## src/rtl/arm_mem_pkg.sv

```systemverilog
// Shared encodings for the ARMv8 memory stage.
// Access sizes, fault codes and the memory-unit FSM states.
package arm_mem_pkg;

  localparam logic [1:0] SZ_B = 2'd0;
  localparam logic [1:0] SZ_H = 2'd1;
  localparam logic [1:0] SZ_W = 2'd2;
  localparam logic [1:0] SZ_D = 2'd3;

  localparam logic [1:0] FLT_NONE  = 2'd0;
  localparam logic [1:0] FLT_ALIGN = 2'd1;
  localparam logic [1:0] FLT_BUS   = 2'd2;

  typedef enum logic [1:0] {
    ST_IDLE,
    ST_ACCESS,
    ST_FAULT
  } mau_state_e;

endpackage

```

## src/rtl/mem_lane_align.sv

```systemverilog
// Byte-lane steering for a 64-bit aligned data bus.
// Builds byte enables, replicated store data, load extraction, misalign.
module mem_lane_align
  import arm_mem_pkg::*;
(
  input  logic [1:0]  size,
  input  logic [2:0]  addr_lo,
  input  logic [63:0] wdata,
  input  logic [63:0] rdata,
  output logic [7:0]  be,
  output logic [63:0] wdata_rep,
  output logic [63:0] rdata_ext,
  output logic        misalign
);

  logic [63:0] shifted;

  assign shifted = rdata >> {addr_lo, 3'b000};

  always_comb begin
    be        = '0;
    wdata_rep = '0;
    rdata_ext = '0;
    misalign  = 1'b0;
    unique case (1'b1)
      (size == SZ_B): begin
        be        = 8'h01 << addr_lo;
        wdata_rep = {8{wdata[7:0]}};
        rdata_ext = {56'd0, shifted[7:0]};
      end
      (size == SZ_H): begin
        be        = 8'h03 << addr_lo;
        wdata_rep = {4{wdata[15:0]}};
        rdata_ext = {48'd0, shifted[15:0]};
        misalign  = addr_lo[0];
      end
      (size == SZ_W): begin
        be        = 8'h0f << addr_lo;
        wdata_rep = {2{wdata[31:0]}};
        rdata_ext = {32'd0, shifted[31:0]};
        misalign  = |addr_lo[1:0];
      end
      default: begin
        be        = 8'hff;
        wdata_rep = wdata;
        rdata_ext = shifted;
        misalign  = |addr_lo;
      end
    endcase
  end

endmodule

```

## src/rtl/mem_access_unit.sv

```systemverilog
// MEM stage: data-memory req/ack port, branch resolve, MEM/WB register.
// Stalls upstream while an access is outstanding.
module mem_access_unit
  import arm_mem_pkg::*;
#(
  parameter int TIMEOUT = 16
) (
  input  logic        clock,
  input  logic        reset,
  input  logic        ex_valid,
  input  logic        ex_mem_read,
  input  logic        ex_mem_write,
  input  logic        ex_reg_write,
  input  logic        ex_branch,
  input  logic [1:0]  ex_size,
  input  logic [63:0] ex_pc,
  input  logic [63:0] ex_alu_result,
  input  logic [63:0] ex_read_data_2,
  input  logic        ex_zero,
  input  logic [4:0]  ex_rd,
  output logic        stall,
  output logic        pc_src,
  output logic [63:0] branch_target,
  output logic        dmem_req,
  output logic        dmem_we,
  output logic [63:0] dmem_addr,
  output logic [63:0] dmem_wdata,
  output logic [7:0]  dmem_be,
  input  logic        dmem_ack,
  input  logic [63:0] dmem_rdata,
  output logic        wb_valid,
  output logic        wb_reg_write,
  output logic [4:0]  wb_rd,
  output logic [63:0] wb_data,
  output logic        wb_fault,
  output logic [1:0]  wb_fault_code
);

  localparam int CW = $clog2(TIMEOUT + 1);

  mau_state_e state, state_nx;

  logic [CW-1:0] wait_cnt;
  logic [63:0]   addr_q;
  logic [1:0]    size_q;
  logic [4:0]    rd_q;
  logic          regw_q;

  logic [1:0]  ln_size;
  logic [2:0]  ln_addr;
  logic [7:0]  ln_be;
  logic [63:0] ln_wdata;
  logic [63:0] ln_rdata;
  logic        ln_mis;

  logic mem_op, stall_c, req_c;
  logic acc_ok, acc_bad, alu_wb, done, tmo;

  // Lanes follow EX inputs while idle, the captured access otherwise
  assign ln_size = (state == ST_ACCESS) ? size_q : ex_size;
  assign ln_addr = (state == ST_ACCESS) ? addr_q[2:0]
                                        : ex_alu_result[2:0];

  mem_lane_align u_lane (
    .size      (ln_size),
    .addr_lo   (ln_addr),
    .wdata     (ex_read_data_2),
    .rdata     (dmem_rdata),
    .be        (ln_be),
    .wdata_rep (ln_wdata),
    .rdata_ext (ln_rdata),
    .misalign  (ln_mis)
  );

  assign mem_op = ex_valid & (ex_mem_read | ex_mem_write);

  always_comb begin
    state_nx = state;
    stall_c  = 1'b0;
    req_c    = 1'b0;
    acc_ok   = 1'b0;
    acc_bad  = 1'b0;
    alu_wb   = 1'b0;
    done     = 1'b0;
    tmo      = 1'b0;
    unique case (state)
      ST_IDLE: begin
        if (mem_op && ln_mis) begin
          acc_bad = 1'b1;
        end else if (mem_op) begin
          acc_ok   = 1'b1;
          stall_c  = 1'b1;
          state_nx = ST_ACCESS;
        end else if (ex_valid) begin
          alu_wb = 1'b1;
        end
      end
      ST_ACCESS: begin
        req_c = 1'b1;
        if (dmem_ack) begin
          done     = 1'b1;
          state_nx = ST_IDLE;
        end else begin
          stall_c = 1'b1;
          if (wait_cnt == CW'(TIMEOUT - 1)) begin
            tmo      = 1'b1;
            state_nx = ST_FAULT;
          end
        end
      end
      default: state_nx = ST_IDLE;
    endcase
  end

  assign stall         = stall_c & reset;
  assign dmem_req      = req_c;
  assign dmem_addr     = addr_q;
  assign pc_src        = ex_valid & ex_branch & ex_zero;
  assign branch_target = ex_pc;

  always_ff @(posedge clock or negedge reset) begin
    if (!reset) state <= ST_IDLE;
    else        state <= state_nx;
  end

  always_ff @(posedge clock or negedge reset) begin
    if (!reset) begin
      wait_cnt      <= '0;
      addr_q        <= '0;
      size_q        <= SZ_B;
      rd_q          <= '0;
      regw_q        <= 1'b0;
      dmem_we       <= 1'b0;
      dmem_wdata    <= '0;
      dmem_be       <= '0;
      wb_valid      <= 1'b0;
      wb_reg_write  <= 1'b0;
      wb_rd         <= '0;
      wb_data       <= '0;
      wb_fault      <= 1'b0;
      wb_fault_code <= FLT_NONE;
    end else begin
      wb_valid      <= 1'b0;
      wb_reg_write  <= 1'b0;
      wb_fault      <= 1'b0;
      wb_fault_code <= FLT_NONE;
      if (acc_ok) begin
        wait_cnt   <= '0;
        addr_q     <= ex_alu_result;
        size_q     <= ex_size;
        rd_q       <= ex_rd;
        regw_q     <= ex_reg_write & ~ex_mem_write;
        dmem_we    <= ex_mem_write;
        dmem_wdata <= ln_wdata;
        dmem_be    <= ln_be;
      end
      if (req_c && !dmem_ack) wait_cnt <= wait_cnt + 1'b1;
      if (acc_bad) begin
        wb_valid      <= 1'b1;
        wb_rd         <= ex_rd;
        wb_data       <= ex_alu_result;
        wb_fault      <= 1'b1;
        wb_fault_code <= FLT_ALIGN;
      end
      if (alu_wb) begin
        wb_valid     <= 1'b1;
        wb_reg_write <= ex_reg_write;
        wb_rd        <= ex_rd;
        wb_data      <= ex_alu_result;
      end
      if (done) begin
        wb_valid     <= 1'b1;
        wb_reg_write <= regw_q;
        wb_rd        <= rd_q;
        wb_data      <= dmem_we ? 64'd0 : ln_rdata;
      end
      if (tmo) begin
        wb_valid      <= 1'b1;
        wb_rd         <= rd_q;
        wb_data       <= addr_q;
        wb_fault      <= 1'b1;
        wb_fault_code <= FLT_BUS;
      end
    end
  end

endmodule

```

## config.mk

```make
export PLATFORM = sky130hd
export DESIGN_NAME = mem_access_unit
export DESIGN_NICKNAME = d
export VERILOG_FILES = /design/src/rtl/arm_mem_pkg.sv /design/src/rtl/mem_lane_align.sv /design/src/rtl/mem_access_unit.sv
export SDC_FILE = /design/constraint.sdc
export NUM_CORES = 1
export LEC_CHECK = 0
export ABC_AREA = 1
export CAP_MARGIN = 30
export CELL_PAD_IN_SITES_DETAIL_PLACEMENT = 1
export CELL_PAD_IN_SITES_GLOBAL_PLACEMENT = 1
export CORE_AREA = 2 2 213 215
export CTS_CLUSTER_SIZE = 28
export DETAILED_ROUTE_END_ITERATION = 6
export DIE_AREA = 0 0 215 217
export DONT_BUFFER_PORTS = 1
export MAX_ROUTING_LAYER = met4
export PLACE_DENSITY = 0.74
export SLEW_MARGIN = 5
export SYNTH_ARGS = -nofsm -noshare
export SYNTH_HDL_FRONTEND = slang
export SYNTH_HIERARCHICAL = 1
export SYNTH_SLANG_ARGS = --single-unit
```

## constraint.sdc

```tcl
create_clock -name clock -period 5.86 [get_ports clock]
set_clock_uncertainty 0.1 [all_clocks]
set_input_delay 1.172 -clock clock [delete_from_list [all_inputs] [get_ports clock]]
set_output_delay 1.172 -clock clock [all_outputs]
set_load 0.01 [all_outputs]
```

==> results by group, run 1 <==
Global route
  • Largest net degree at the start of global routing: 228
  • Initial antenna violation count: 12
  • GRT overflow: 0
  • First-pass GRT wire length: 89600 um
  • Total GRT Usage: 25.2%
  • Number of global-route vias before repair: 14500

CTS
  • Maximum root-to-sink buffer count: 3
  • CTS Root Cell: clkbuf_16
  • CTS Buf Count: 28
  • Num Clock Sinks: 226
  • Post-cts resize count: 0
  • H-tree depth: 1
  • # hold bufs at CTS: 0
  • Setup bufs post-CTS: 0

Synthesis
  • Ys Warns: 6
  • Ranking of synthesized cells by area: dfrtp_1 39%, nand2_1 27%, nand3_1 7.4%, inv_1 4.2%, buf_4 4.0%
  • Synth area leader: dfrtp_1
  • Unique cell type count in the Yosys netlist: 31
  • Synth Instances: 2204
  • Mapped Nets: 2483
  • Sequential area share after synthesis: 39.0%
  • Flops & latches, synth: 226
  • Synth Area per Inst: 6.58 sq um
  • Area of the mapped netlist: 14500 sq um
  • Area share of the largest cell type after synthesis: 39.0%

Floorplanning
  • Cell Rows: 78
  • Initial Util: 32.4%
  • Die Y: 217 um
  • Top-Level Pins: 550
  • Die Wd: 215 um

Outcome
  • Stopped at: 5_2_route
  • Status: did not finish
  • Tool error message: [ERROR DRT-0255] Maze Route cannot find path of net ex_pc[12] in worker of routeBox ( 193200 0 ) ( 215000 48300 ).

Placement
  • Port-buffer cells: 0
  • HPWL Detailed: 41800 um
  • # placed instances: 2605
  • Placer congestion estimate: 0.887
==> cell usage after synthesis <==
cell type / count
nand4_1: 69
nand3_2: 5
a21oi_1: 18
and3_1: 1
buf_4: 78
nor2_2: 2
a21boi_0: 1
buf_1: 6
dfrtp_1: 226
nor2_1: 40
or2_1: 1
nor3_4: 1
buf_2: 71
o211ai_1: 27
a31oi_1: 2
inv_2: 19
nor2_4: 6
o21ai_0: 103
nand3_1: 213
a21oi_2: 1
o21ai_1: 50
inv_1: 161
ha_1: 7
o21ai_2: 1
inv_4: 1
clkinv_1: 3
clkbuf_1: 52
nand2_1: 1024
or2_2: 1
buf_6: 12
nand2_2: 2
==> routing by layer <==
layer,GRT usage [%]
met5,-
met4,9.43
met3,8.69
met1,31.0
met2,38.1
==> per-stage QoR <==
step / worst slack [ns] / instance area, sq um / utilization [%]
floorplan: 1.54 / 14500 / -
detailed placement: 1.11 / 14200 / 31.8
CTS: 1.18 / 15200 / 34.0
global route: 0.950 / 15200 / 34.0
global placement: 1.26 / 14200 / 31.7
==> cell families after synthesis <==
group / synth area share, %
AND/OR/NAND/NOR: 39.1
adder cells (fa/ha/maj): 0.604
flip-flops: 39.0
AO/OA/AOI/OAI: 7.56
buffers and inverters: 13.7
==> run 2: changes to the inputs <==
- CELL_PAD_IN_SITES_DETAIL_PLACEMENT: 1 -> default
- CELL_PAD_IN_SITES_GLOBAL_PLACEMENT: 1 -> default
- CORE_AREA: 2 2 213 215 -> 2 2 212 214
- CTS_CLUSTER_SIZE: 28 -> default
- DIE_AREA: 0 0 215 217 -> 0 0 214 216
- MAX_ROUTING_LAYER: met4 -> default
- PLACE_DENSITY: 0.74 -> default
- PLACE_DENSITY_LB_ADDON: default -> 0.15
==> run 2 against run 1 <==
Net effect: the run now ends clean; synthesized cell count unchanged; area after synthesis unchanged; global-route usage decreased by 1.2 points.
==> results by group, run 2 <==
Outcome
  • Status: complete, no violations (was did not finish)

Floorplanning
  • Die Y: 216 um (was 217 um)
  • Die area: 46200 sq um
  • CORE AREA: 43800 sq um
  • Cell Rows: 77 (was 78)
  • Top-Level Pins: 550 (unchanged)
  • Initial Util: 33.1% (was 32.4%)
  • Die Wd: 214 um (was 215 um)

CTS
  • Setup bufs post-CTS: 0 (unchanged)
  • # hold bufs at CTS: 0 (unchanged)
  • Clock slew seen by the registers of the worst setup and hold paths: 0.06 ns
  • Post-cts resize count: 0 (unchanged)
  • H-tree depth: 1 (unchanged)
  • Clk Latency, worst-skew pair: 0.56 ns
  • CTS Root Cell: clkbuf_16 (unchanged)
  • CTS Buf Count: 26 (was 28)
  • CTS tree: done
  • Num Clock Sinks: 226 (unchanged)
  • Maximum root-to-sink buffer count: 3 (unchanged)

Detailed routing
  • Routed WL: 57000 um
  • Antenna-violating nets left: 0
  • Drt drc: 0
  • Vias: 13600
  • DR iter-0 viols: 1160
  • Vias per std cell: 5.13
  • Detailed Routing Iterations Pass 1: 5
  • Post-DR wirelength/cell: 21.5 um

Global route
  • Met1 Track Usage GR: 30.7% (was 31.0%)
  • Largest net degree at the start of global routing: 228 (unchanged)
  • Met2 Use GR: 37.4% (was 38.1%)
  • Initial antenna violation count: 5 (was 12)
  • First-pass GRT wire length: 85500 um (was 89600 um)
  • Met3 GRT Util: 9.30% (was 8.69%)
  • Total GRT Usage: 24.0% (was 25.2%)
  • GR peak layer: met2 (unchanged)
  • GRT overflow: 0 (unchanged)
  • Number of global-route vias before repair: 13100 (was 14500)

Power
  • Leakage power: 8.03 nW
  • Part of the power in registers: 39.1%
  • Worst IR Drop VDD: 0.000199 V
  • Sw frac: 48.8%
  • Power Internal: 4.23 mW
  • PD cells: 549 nW/um^2
  • Switching pwr: 4.03 mW
  • Combinational share of power: 41.3%
  • Design Power: 8.26 mW
  • Clock power share: 19.6%

Synthesis
  • Mapped Nets: 2483 (unchanged)
  • Ys Warns: 6 (unchanged)
  • Synth Instances: 2204 (unchanged)
  • Most numerous cell in the Yosys netlist: nand2_1 (unchanged)
  • Unique cell type count in the Yosys netlist: 31 (unchanged)
  • Synth area leader: dfrtp_1 (unchanged)
  • Area of the mapped netlist: 14500 sq um (unchanged)
  • Synth Area per Inst: 6.58 sq um (unchanged)
  • Post-synth ARST share: 100% (unchanged)
  • Sequential area share after synthesis: 39.0% (unchanged)
  • Post-synth EDFFs: 0 (unchanged)
  • Area share of the largest cell type after synthesis: 39.0% (unchanged)
  • Top FF cell, synth: dfrtp_1 (unchanged)
  • Flops & latches, synth: 226 (unchanged)
  • Ranking of synthesized cells by area: dfrtp_1 39%, nand2_1 27%, nand3_1 7.4%, inv_1 4.2%, buf_4 4.0% (unchanged)
  • Synth top cells by count: 1024 x nand2_1, 226 x dfrtp_1, 213 x nand3_1, 161 x inv_1, 103 x o21ai_0 (unchanged)

STA
  • Tcrit/Tclk final: 82.1%
  • Post-layout min period: 4.81 ns
  • Worst slew pin tran: 1.02 ns
  • RSZ-0062 raised after global routing: false
  • Worst slew margin: 32.1%
  • Setup TNS: 0 ns
  • Fmax: 208 MHz
  • Hold Violations, Final: 0
  • Setup violators final: 0
  • Fin worst setup slack: 1.05 ns
  • Slew Viols, Final: 0

Placement
  • Placer congestion estimate: 0.882 (was 0.887)
  • Pre-CTS setup slack: 1.31 ns (was 1.11 ns)
  • HPWL Detailed: 40700 um (was 41800 um)
  • Port-buffer cells: 0 (unchanged)

Layout
  • Layout Nets: 2314
  • Fin util: 34.3%
  • Layout cells sized above 1: 4.97%
  • Area grow syn2layout: 3.77%
  • Leading cell type in the layout, fill and taps excluded: nand2_1
  • Most frequent cells in the layout: 1024 x nand2_1, 226 x dfrtp_1, 213 x nand3_1

Critical path
  • Critical path arrival: 3.54 ns
  • Kind of critical path: reg -> out
  • Critical Path RT: 4.59 ns
  • R2R Setup Slk: 1.52 ns
  • Crit Path Max Fanout: 96
  • Critical path launch point type: register
  • Setup crit end kind: output port

Worst hold path
  • Worst hold path type: in -> async

Flow run
  • Maximum Capacitance Violations: 0
run 2: cell counts after synthesis:
Identical to the previous run, type by type.
run 2: cell families after synthesis:
group	synth area share (%)
buf+inv	13.7
fa+ha+maj	0.604
simple gates	39.1
flops	39.0
compound gates	7.56
run 2: per-stage QoR:
step	hold slack, ns	std cells	cell area, sq um
global placement	0.369	2597	14200
global route	0.175	2646	15000
CTS	0.180	2643	15000
finish	0.214	2647	15000
detailed placement	0.376	2598	14200
floorplan	0.353	2204	14500
run 2: area by class of cell:
| class | count | area, sq um |
|---|---|---|
| clock inverter | 7 | 76.3 |
| inverter | 184 | 693 |
| tap | 592 | 741 |
| antenna | 3 | 7.51 |
| fill | 4860 | 28800 |
| clock buffer | 38 | 746 |
| timing repair buffer | 22 | 215 |
| sequential | 226 | 5660 |
| multi-input combinational | 1575 | 6910 |
run 2: critical path, stage by stage (launching register included):
cell and delay (ns):
dfrtp_1 0.44, inv_2 0.07, nor2_4 0.08, buf_4 0.39, nand2_1 0.17, o21ai_4 0.10, buf_4 0.74, nand2_1 0.12
a21oi_1 0.33, inv_1 0.13, nand3_4 0.11, a21boi_0 0.08, buf_4 0.17
run 2: final timing paths:
check                               start       endpoint  cells past startpoint
worst min register to register  size_q[0]      size_q[0]                      2
max in group asynchronous           reset  dmem_addr[11]                      0
worst min-delay path                reset  dmem_addr[57]                      0
min in group clock              size_q[0]      size_q[0]                      2
worst max register to register   state[0]        rd_q[1]                     15
worst max-delay path             state[0]          stall                     12
run 2: routing by layer:
layer  wire length (um)  part of all wire, %  up-vias
met2              25600                   45      510
li1                   -                    -     6534
met4               1500                  2.6        6
met1              23900                   42     6451
met3               5910                   10       84
met5                 41                0.072        -
run 2: power by group through the flow:
stage | logic (mW) | clock network, mW | registers (mW)
2_1_floorplan | 2.67 | 0 | 2.98
3_3_place_gp | 3.36 | 0 | 3.26
3_5_place_dp | 3.42 | 0 | 3.26
4_1_cts | 3.42 | 1.67 | 3.25
5_1_grt | 3.91 | 1.73 | 3.31
6_report | 3.41 | 1.62 | 3.23
No activity file was read; power rests on OpenSTA's default activity.
==> variant: new RTL, config.mk and constraints of run 2 <==
Register the output `wb_fault` once more, with the module's reset; this adds one clock of latency there. The other outputs are not delayed to match.
--- a/src/rtl/mem_access_unit.sv
+++ b/src/rtl/mem_access_unit.sv
@@ -37,6 +37,8 @@
 );
 
   localparam int CW = $clog2(TIMEOUT + 1);
+
+  logic wb_fault_s0;
 
   mau_state_e state, state_nx;
 
@@ -137,12 +139,12 @@
       wb_reg_write  <= 1'b0;
       wb_rd         <= '0;
       wb_data       <= '0;
-      wb_fault      <= 1'b0;
+      wb_fault_s0   <= 1'b0;
       wb_fault_code <= FLT_NONE;
     end else begin
       wb_valid      <= 1'b0;
       wb_reg_write  <= 1'b0;
-      wb_fault      <= 1'b0;
+      wb_fault_s0   <= 1'b0;
       wb_fault_code <= FLT_NONE;
       if (acc_ok) begin
         wait_cnt   <= '0;
@@ -159,7 +161,7 @@
         wb_valid      <= 1'b1;
         wb_rd         <= ex_rd;
         wb_data       <= ex_alu_result;
-        wb_fault      <= 1'b1;
+        wb_fault_s0   <= 1'b1;
         wb_fault_code <= FLT_ALIGN;
       end
       if (alu_wb) begin
@@ -178,11 +180,19 @@
         wb_valid      <= 1'b1;
         wb_rd         <= rd_q;
         wb_data       <= addr_q;
-        wb_fault      <= 1'b1;
+        wb_fault_s0   <= 1'b1;
         wb_fault_code <= FLT_BUS;
       end
     end
   end
 
+  always_ff @(posedge clock or negedge reset) begin
+    if (!reset) begin
+      wb_fault <= '0;
+    end else begin
+      wb_fault <= wb_fault_s0;
+    end
+  end
+
 endmodule
 
Formal check against the unedited RTL: not equivalent (a bounded check fails within 4 cycles, from zero or initial values and one cycle with reset low).
==> variant against run 2 <==
Area after synthesis shrank 0.13%. Worst setup slack lost 45 ps. Power grew 3.7%. Final area grew 1.1%. Sequential cell count grew 1. Clock power grew 17%. Wire length grew 0.50%. Utilization grew 0.39 points. Critical path type unchanged. Largest power group unchanged. Highest routed layer is now met4.
==> variant: results (changes against run 2) <==
total of fill cells in the finished design=4834 (was 4860); Post-DP HPWL=40.4 mm (was 40.7 mm); largest net degree at the start of global routing=229 (was 228); peak per-stage delay on the critical path=650 ps (was 740 ps); Syn Nets=2484 (was 2483); global-route total usage across every layer=24.1% (was 24.0%); wire length of the first global-routing pass=85.6 mm (was 85.5 mm); maximum vdd drop=0.270 mV (was 0.199 mV); run status=complete, no violations (unchanged); number of buffers inserted during clock tree synthesis=28 (was 26); maximum fanout along the worst path=71 (was 96); transition time at the pin with the least slew margin=1050 ps (was 1020 ps); worst setup slack after placement=1080 ps (was 1310 ps); number of buffers inserted to repair setup after CTS=0 (unchanged); sequential cell area fraction in the yosys report=39.2% (was 39.0%); Vias=13600 (about the same); count of mapped cells out of synthesis=2205 (was 2204); number of global-route vias before repair=13000 (was 13100); average wire per standard cell=21.6 µm (was 21.5 µm); first-pass iteration count of the detailed router=7 (was 5); main area contributors after synthesis=dfrtp_1 39%, nand2_1 27%, nand3_1 7.4% (unchanged); Worst EP arrival=3580 ps (was 3540 ps); Post-layout nets=2315 (was 2314); leakage power of the design=8.12 nW (was 8.03 nW); via density per instance=5.12 (was 5.13); design internal power=4.49 mW (was 4.23 mW); timing startpoint of the critical path=state[0] (unchanged); share of post-route cells with drive strength above 1=5.16% (was 4.97%); antenna violations before repair=3 (was 5); top cells by count, synth=1024 x nand2_1, 227 x dfrtp_1, 215 x nand3_1, 161 x inv_1, 103 x o21ai_0 (was 1024 x nand2_1, 226 x dfrtp_1, 213 x nand3_1, 161 x inv_1, 103 x o21ai_0); weighted congestion reported at the end of routability-driven placement=0.920 (was 0.882)
variant: layout make-up:
| type | count | area, µm² | share of cell area [%] |
|---|---|---|---|
| Timing Repair Buffer | 20 | 188 | 1.23 |
| Multi-Input combinational cell | 1575 | 6910 | 45.4 |
| Antenna cell | 3 | 7.51 | 0.0493 |
| Sequential cell | 227 | 5680 | 37.3 |
| Clock inverter | 9 | 181 | 1.19 |
| Clock buffer | 40 | 816 | 5.36 |
| Tap cell | 592 | 741 | 4.87 |
| Inverter | 184 | 693 | 4.56 |
variant: power by group through the flow:
stage	sequential [mW]	clock, mW	combinational [mW]
floorplan	2.99	0	2.66
global placement	3.28	0	3.36
detailed placement	3.28	0	3.43
CTS	3.26	1.95	3.44
global route	3.32	2.02	3.91
finish	3.24	1.90	3.43
variant: routing by layer:
layer	part of all wire, %	wire (µm)	global-route usage, %
met4	2.2	1250	6.32
met1	42	24200	31.6
met3	11	6060	9.16
met2	45	25800	37.2
met5	0	0	0
variant: final timing paths:
path                                   to  slack (ps)  cells after the start
setup / recovery                    stall        1010                     14
hold / removal              dmem_addr[60]         200                      0
hold reg to reg                  wb_fault         250                      0
min in group clock               wb_fault         250                      0
max in group asynchronous  dmem_wdata[13]        5080                      0
setup reg to reg                  rd_q[2]        1410                     17
variant: kinds of logic (layout without fill, tap and decap cells):
family	count (synthesis)	after routing	share of synthesized area, %
AO/OA/AOI/OAI	203	203	7.57
adder cells (fa/ha/maj)	7	7	0.605
buffers and inverters	403	253	13.5
flip-flops	227	227	39.2
other	0	3	0
AND/OR/NAND/NOR	1365	1365	39.1
